## src/rtl/vga_timing_pkg.sv

```systemverilog
// Shared constants, state encoding and helpers for the VGA timing generator.
package vga_timing_pkg;

  // Default 800x600@72 timing.
  localparam int unsigned DefHActive = 800;
  localparam int unsigned DefHFp     = 56;
  localparam int unsigned DefHSync   = 120;
  localparam int unsigned DefHBp     = 64;
  localparam int unsigned DefVActive = 600;
  localparam int unsigned DefVFp     = 37;
  localparam int unsigned DefVSync   = 6;
  localparam int unsigned DefVBp     = 23;
  localparam int unsigned DefSettle  = 1024;

  // Counter / coordinate width; totals must not exceed 2**CoordW.
  localparam int unsigned CoordW   = 11;
  localparam int unsigned MaxTotal = 2048;

  typedef enum logic [1:0] {
    StWaitLock = 2'd0,
    StSettle   = 2'd1,
    StRun      = 2'd2
  } state_e;

  function automatic int unsigned span_total(input int unsigned active, input int unsigned fp,
                                             input int unsigned sync, input int unsigned bp);
    return active + fp + sync + bp;
  endfunction

endpackage

```

## src/rtl/lock_settle.sv

```systemverilog
// LOCK synchroniser plus settle FSM; run_en is high while in RUN.
module lock_settle
  import vga_timing_pkg::*;
#(
  parameter int unsigned SETTLE_CYCLES = DefSettle
) (
  input  logic clk,
  input  logic reset,
  input  logic lock,
  output logic run_en,
  output logic lock_ok
);

  localparam int unsigned CntW = $clog2(SETTLE_CYCLES) + 1;
  localparam logic [CntW-1:0] CntLast = CntW'(SETTLE_CYCLES - 1);

  logic            lock_meta, lock_s;
  state_e          state_q, state_d;
  logic [CntW-1:0] cnt_q, cnt_d;

  // Synchroniser, state and settle counter registers.
  always_ff @(posedge clk) begin
    if (reset) begin
      lock_meta <= 1'b0;
      lock_s    <= 1'b0;
      state_q   <= StWaitLock;
      cnt_q     <= '0;
    end else begin
      lock_meta <= lock;
      lock_s    <= lock_meta;
      state_q   <= state_d;
      cnt_q     <= cnt_d;
    end
  end

  // Next state: any synced low lock sends us back to WAIT_LOCK with the count cleared.
  always_comb begin
    state_d = state_q;
    cnt_d   = cnt_q;
    unique case (state_q)
      StWaitLock: begin
        cnt_d = '0;
        if (lock_s) state_d = StSettle;
      end
      StSettle: begin
        if (!lock_s) begin
          state_d = StWaitLock;
          cnt_d   = '0;
        end else if (cnt_q == CntLast) begin
          state_d = StRun;
          cnt_d   = '0;
        end else begin
          cnt_d = cnt_q + 1'b1;
        end
      end
      StRun: begin
        if (!lock_s) state_d = StWaitLock;
      end
      default: begin
        state_d = StWaitLock;
        cnt_d   = '0;
      end
    endcase
  end

  assign run_en  = (state_q == StRun);
  assign lock_ok = lock_s;

endmodule

```

## src/rtl/vga_timing_gen.sv

```systemverilog
// VGA timing generator: h/v counters with registered sync/DE/coordinate decode,
// held blank until PLL lock has settled.
module vga_timing_gen
  import vga_timing_pkg::*;
#(
  parameter int unsigned H_ACTIVE      = DefHActive,
  parameter int unsigned H_FP          = DefHFp,
  parameter int unsigned H_SYNC        = DefHSync,
  parameter int unsigned H_BP          = DefHBp,
  parameter int unsigned V_ACTIVE      = DefVActive,
  parameter int unsigned V_FP          = DefVFp,
  parameter int unsigned V_SYNC        = DefVSync,
  parameter int unsigned V_BP          = DefVBp,
  parameter bit          HSYNC_POL     = 1'b1,
  parameter bit          VSYNC_POL     = 1'b1,
  parameter int unsigned SETTLE_CYCLES = DefSettle
) (
  input  logic              CLK,
  input  logic              RESET,
  input  logic              LOCK,
  output logic              HSYNC,
  output logic              VSYNC,
  output logic              DE,
  output logic [CoordW-1:0] PIX_X,
  output logic [CoordW-1:0] PIX_Y,
  output logic              LINE_START,
  output logic              FRAME_START,
  output logic              VIDEO_READY
);

  localparam int unsigned H_TOTAL = span_total(H_ACTIVE, H_FP, H_SYNC, H_BP);
  localparam int unsigned V_TOTAL = span_total(V_ACTIVE, V_FP, V_SYNC, V_BP);
  localparam logic [CoordW-1:0] HLast = CoordW'(H_TOTAL - 1);
  localparam logic [CoordW-1:0] VLast = CoordW'(V_TOTAL - 1);

  if (H_TOTAL > MaxTotal || V_TOTAL > MaxTotal) begin : gen_total_check
    $error("vga_timing_gen: H_TOTAL/V_TOTAL exceed counter range");
  end

  logic              run_en, lock_ok;
  logic [CoordW-1:0] h_q, h_d, v_q, v_d;
  logic              de_c, hs_c, vs_c, ls_c;

  lock_settle #(
    .SETTLE_CYCLES(SETTLE_CYCLES)
  ) u_lock_settle (
    .clk    (CLK),
    .reset  (RESET),
    .lock   (LOCK),
    .run_en (run_en),
    .lock_ok(lock_ok)
  );

  // Counters advance only in RUN and clear on the same edge that leaves RUN.
  always_comb begin
    h_d = '0;
    v_d = '0;
    if (run_en && lock_ok) begin
      h_d = (h_q == HLast) ? '0 : h_q + 1'b1;
      v_d = v_q;
      if (h_q == HLast) v_d = (v_q == VLast) ? '0 : v_q + 1'b1;
    end
  end

  // Decode from the current counters; everything inactive outside RUN.
  always_comb begin
    de_c = run_en && (32'(h_q) < H_ACTIVE) && (32'(v_q) < V_ACTIVE);
    hs_c = run_en && (32'(h_q) >= H_ACTIVE + H_FP) && (32'(h_q) < H_ACTIVE + H_FP + H_SYNC);
    vs_c = run_en && (32'(v_q) >= V_ACTIVE + V_FP) && (32'(v_q) < V_ACTIVE + V_FP + V_SYNC);
    ls_c = de_c && (h_q == '0);
  end

  // Counter registers and one-cycle-delayed output decode.
  always_ff @(posedge CLK) begin
    if (RESET) begin
      h_q         <= '0;
      v_q         <= '0;
      HSYNC       <= ~HSYNC_POL;
      VSYNC       <= ~VSYNC_POL;
      DE          <= 1'b0;
      PIX_X       <= '0;
      PIX_Y       <= '0;
      LINE_START  <= 1'b0;
      FRAME_START <= 1'b0;
    end else begin
      h_q         <= h_d;
      v_q         <= v_d;
      HSYNC       <= HSYNC_POL ? hs_c : ~hs_c;
      VSYNC       <= VSYNC_POL ? vs_c : ~vs_c;
      DE          <= de_c;
      PIX_X       <= de_c ? h_q : '0;
      PIX_Y       <= de_c ? v_q : '0;
      LINE_START  <= ls_c;
      FRAME_START <= ls_c && (v_q == '0);
    end
  end

  assign VIDEO_READY = run_en;

endmodule

```

## config.mk

```make
export PLATFORM = sky130hd
export DESIGN_NAME = vga_timing_gen
export DESIGN_NICKNAME = d
export VERILOG_FILES = /design/src/rtl/vga_timing_pkg.sv /design/src/rtl/lock_settle.sv /design/src/rtl/vga_timing_gen.sv
export SDC_FILE = /design/constraint.sdc
export NUM_CORES = 1
export LEC_CHECK = 0
export BUFFER_PORTS_ARGS = -buffer_cell sky130_fd_sc_hd__buf_4
export CORE_MARGIN = 1.5
export CORE_UTILIZATION = 57
export DETAILED_ROUTE_END_ITERATION = 8
export PLACE_DENSITY = 0.86
export RECOVER_POWER = 25
export SKIP_LAST_GASP = 1
export SLEW_MARGIN = 20
export SYNTH_ARGS = -nofsm -noshare
export SYNTH_HDL_FRONTEND = slang
export SYNTH_SLANG_ARGS = --single-unit
```

## constraint.sdc

```tcl
create_clock -name CLK -period 2.45 [get_ports CLK]
set_input_delay 0 -clock CLK [delete_from_list [all_inputs] [get_ports CLK]]
set_output_delay 0 -clock CLK [all_outputs]
set_load 0.1 [all_outputs]
```

Word level (Yosys, flattened, before mapping). Index checks and enable logic that the tools add are counted.

Register bits: 64. Bits in latches: 0. RAM bits: 0. Bits in read-only memories: 0. Bits of input ports: 3. Output and inout port bits: 28. Logic and storage cells: 57. Memories: 0.

$add $sub $neg: 3. $mul: 0. Div/mod/pow operators: 0. Magnitude comparators: 6. Eq/ne operators: 8. Shifts and indexed selects: 0. Multiplexer cells: 9. Bitwise gates (word level): 2. Reductions and logical operators: 16.

Operators by type and width (count): $lt A11 B10 Y1 const B (4); $add A11 B1 Y11 const B (3); $mux W11 (3); $eq A11 B10 Y1 const B (2); $ge A11 B10 Y1 const B (2); $logic_not A11 Y1 (2); $pmux W11 S2 (1); $eq A11 B11 Y1 const B (1); $logic_and A1 B1 Y1 (9); $mux W2 (4); $pmux W2 S3 (1); $reduce_or A2 Y1 (2); $ne A3 B3 Y1 const B (1); $reduce_and A3 Y1 (1); $reduce_or A3 Y1 (1); $eq A2 B1 Y1 const B (1); $eq A2 B2 Y1 const B (1); $logic_not A2 Y1 (1); $ne A2 B1 Y1 const B (1); $ne A2 B2 Y1 const B (1); $not A1 Y1 (2).

Logic depth before layout (Yosys ltp).
Word-level depth: 5. Depth in mapped cells: 7. Gate-level depth less buffers: 5.

Cells and area by module. Synthesis repeated with hierarchy kept, for this count alone.

Cell total of the unflattened synthesis: 278. Area total of the unflattened synthesis: 2646.3 um2.

By module, submodules not included: vga_timing_gen (times used 1, cells each 201, area each 1923.1 um2, seq. area each 980.9 um2); lock_settle (times used 1, cells each 77, area each 723.2 um2, seq. area each 300.3 um2).

Worst setup path after synthesis. OpenSTA, ideal clock, no wires.

Path kind: register -> register. From: reg h_q[0]. To: reg v_q[0]. Setup time: 0.115 ns. Data arrival time: 1.735 ns. Required time: 2.335 ns. Setup slack: 0.600 ns. Cell stages (with the launch flop): 8. Path buffers: 2. Clock period less this slack: 1.850 ns. Path through: dfxtp_1 ha_1 and4_1 clkbuf_1 nand3_4 o41ai_4 buf_6 nor2_2.

Cells in the longest elaborated chain, start to end: 1.

RTL lines: start: declaration (line vga_timing_gen.sv:41) `logic [CoordW-1:0] h_q, h_d, v_q, v_d;`; start signal: assignment (line vga_timing_gen.sv:76) `h_q <= '0;`; start signal: assignment (line vga_timing_gen.sv:86) `h_q <= h_d;`; $eq A11 B11 Y1 (line vga_timing_gen.sv:61) `if (h_q == HLast) v_d = (v_q == VLast) ? '0 : v_q + 1'b1;`; end signal: assignment (line vga_timing_gen.sv:87) `v_q <= v_d;`; end: declaration (line vga_timing_gen.sv:41).

No other way between the ends. A chain may end at the register's enable or synchronous reset.

Worst setup path in the final report.
From: reg h_q[5]. To: reg v_q[2].

The elaborated chain is that of the path after synthesis.

==> flow_summary.yaml <==
run_status:
  outcome: "completed"
power_and_ir_drop:
  irDropWorstVdd_mv: 0.458
  pwr_density_cell_nw_per_um2: 617
  leakage_nw: 1.09
  total_power_mw: 1.84
routing:
  drt-pass1-iter-count: 5
  viasPerCell: 5.61
  wl_per_cell_um: 14.2
  final_antenna_net_count: 0
  drtIter0Drc: 88
  drc: 0
  dr_total_vias: 2001
  wl_um: 5080
worst_setup_path:
  critPathKind: "reg2reg"
  reg2reg_to: "v_q[2]"
  path_delay_family: "simple AND/OR/NAND/NOR gates"
  path_cells: "nor4_4 -> nand3_4 -> o41ai_4 -> buf_4 -> nor2_2"
  critPathLaunch: "h_q[5]"
  cp-start-kind: "flop"
  cp.arrival_ps: 2180
  critPathBufInv: 1
  ff2ff_path_depth: 5
  cp_max_fo: 11
  end_kind: "flop"
  r2r_start: "h_q[5]"
  worst-r2r-setup-slack_ps: 490
  slowest_delay_ps: 540
  cp_slowest_cell: "nor4_4"
  cp.depth: 5
  critPathRequiredTime_ps: 2670
synthesis:
  synth_area_leaders: "dfxtp_1, and2_1, nor2_1"
  yosys.cell_types.count: 47
  ys.flop_type: "dfxtp_1"
  async_flop_share: 0
  netlist_instances: 265
  ys_seq_area_frac: 0.490
  syn_area_per_cell_um2: 9.86
  synth_top_area_frac: 0.490
  yosys_register_bits: 64
  yosysWarnings: 0
  synth_area_leader_cell: "dfxtp_1"
  synth-edff-count: 0
  syn_area_um2: 2610
min_path:
  whs_endpoint: "u_lock_settle.cnt_q[10]"
  hold_depth: 1
  holdCritPathClass: "reg2reg"
  hp-start: "u_lock_settle.cnt_q[10]"
final_layout:
  area.sequential_um2: 1280
  multiInputGateArea_um2: 1260
  fin_cells: 357
  fin_area_um2: 2980
  area_delta_synth_final_pct: 14.0
  n_fill_cell: 378
  final_common_cell: "dfxtp_1"
  final_nets: 312
  fin_util: 0.680
  layout_common_cells: "dfxtp_1, nor2_1, clkbuf_1"
  drive_gt1_frac: 0.125
  n_antenna_cell: 0
timing:
  setup_viol: 0
  tns_ps: 0
  fin_skew_ps: 8.96
  hold_viol: 0
  max_slew_margin: 0.222
  rsz0062_at_grt: "false"
  maxSlewViolCount: 0
  timing.hold.ws_ps: 442
  fin_crit_ps: 1960
  finalCritPeriodShare: 0.801
  worstMarginPinSlew_ps: 1170
  max_freq_ghz: 0.510
  setup_ws_ps: 488
global_routing:
  grt_max_degree: 20
  grt_util_all_layers: 0.214
  grt.overflow.total: 0
  grt_pass1_vias: 1854
  grt_antenna_before_repair: 0
  grt_pass1_wl_um: 8310
clock_tree:
  cts_tree: "built"
  clk_path_buf_depth: 2
  cts_made_buffers: 9
  postCtsHoldBufs: 3
  cts_resized: 0
  cts.sinks: 64
  cts-root-buf: "clkbuf_8"
  clock_latency_ps: 340
  post_cts.repair.setup_buffers: 0
  clk_pin_slew_ps: 60
  htreeDepth: 3
placement:
  io_buffers: 30
  dp_hpwl_um: 3450
  pre_cts_ws_ps: 490
  placed_area_um2: 2870
  gp_congestion: 0.914
  placed_cells: 341
die:
  dieWidth_um: 70.7
  core_um2: 4380
  rows: 24
  die_y_um: 70.7
  io-pin-count: 31
  die_area_um2: 5000
  initial_core_util: 0.596
run:
  max_cap_violations: 0
cell families after synthesis:
group | count (synthesis) | synth area share
AND/OR/NAND/NOR | 129 | 0.295
flip-flops | 64 | 0.490
AO/OA/AOI/OAI | 27 | 0.0785
XOR/XNOR | 21 | 0.0704
buffers and inverters | 15 | 0.0278
adder cells (fa/ha/maj) | 6 | 0.0287
multiplexers | 2 | 0.00814
other | 1 | 0.00144
where the power goes:
group | internal, mW | total (mW) | leakage [nW] | switching, mW
clock network | 0.404 | 0.766 | 0.0842 | 0.363
logic | 0.00780 | 0.0247 | 0.489 | 0.0169
registers | 1.04 | 1.05 | 0.516 | 0.00174
total | 1.46 | 1.84 | 1.09 | 0.381
synthesized netlist by cell type, drive strengths merged (2+ instances only):
cell type  count
o31ai          3
xor2          11
a21oi          7
o21ai          7
a41oi          2
nor2b          2
nor4bb         2
and2          19
xnor2         10
nand2         13
buf            3
nor2          33
nor4b          3
and4           3
nor3          10
dfxtp         64
or3            4
nor3b          2
and3           9
clkbuf         6
and4b          2
o21a           2
nand4         11
inv            6
ha             6
nand3          8
nor4           3
metal layers:
layer	vias to the layer above	GRT usage	wire (um)
met5	-	0	0
met4	0	0.132	123
met3	11	0.0527	290
met2	53	0.337	2370
met1	937	0.264	2290
li1	1000	-	-
sequential cells by signal, indices dropped and copies added, names as in the netlist:
name and cells:
v_q 11, u_lock_settle.lock_ok 1, PIX_Y 11, u_lock_settle.cnt_q 11, PIX_X 11, u_lock_settle.state_q 2, u_lock_settle.lock_meta 1, LINE_START 1
FRAME_START 1, h_q 11, DE 1, HSYNC 1, VSYNC 1
worst max-delay path by stage:
stage,to,slack (ps)
2_1_floorplan,v_q[0],600
3_3_place_gp,v_q[7],590
3_5_place_dp,v_q[7],490
4_1_cts,v_q[7],480
5_1_grt,v_q[4],400
6_report,v_q[2],490
layout make-up:
class                      instances  share of cell area
timing repair buffer              35              0.0630
inverter                           6             0.00756
clock buffer                      12              0.0521
sequential                        64               0.430
tap                               52              0.0218
multi-input combinational        187               0.424
clock inverter                     1             0.00168
worst reg2reg max path: stages, from the launching register on:
cell     delay [ps]
dfxtp_1         410
nor4_4          540
nand3_4         190
o41ai_4         360
buf_4           270
nor2_2           60
No activity file was read; power rests on OpenSTA's default activity.
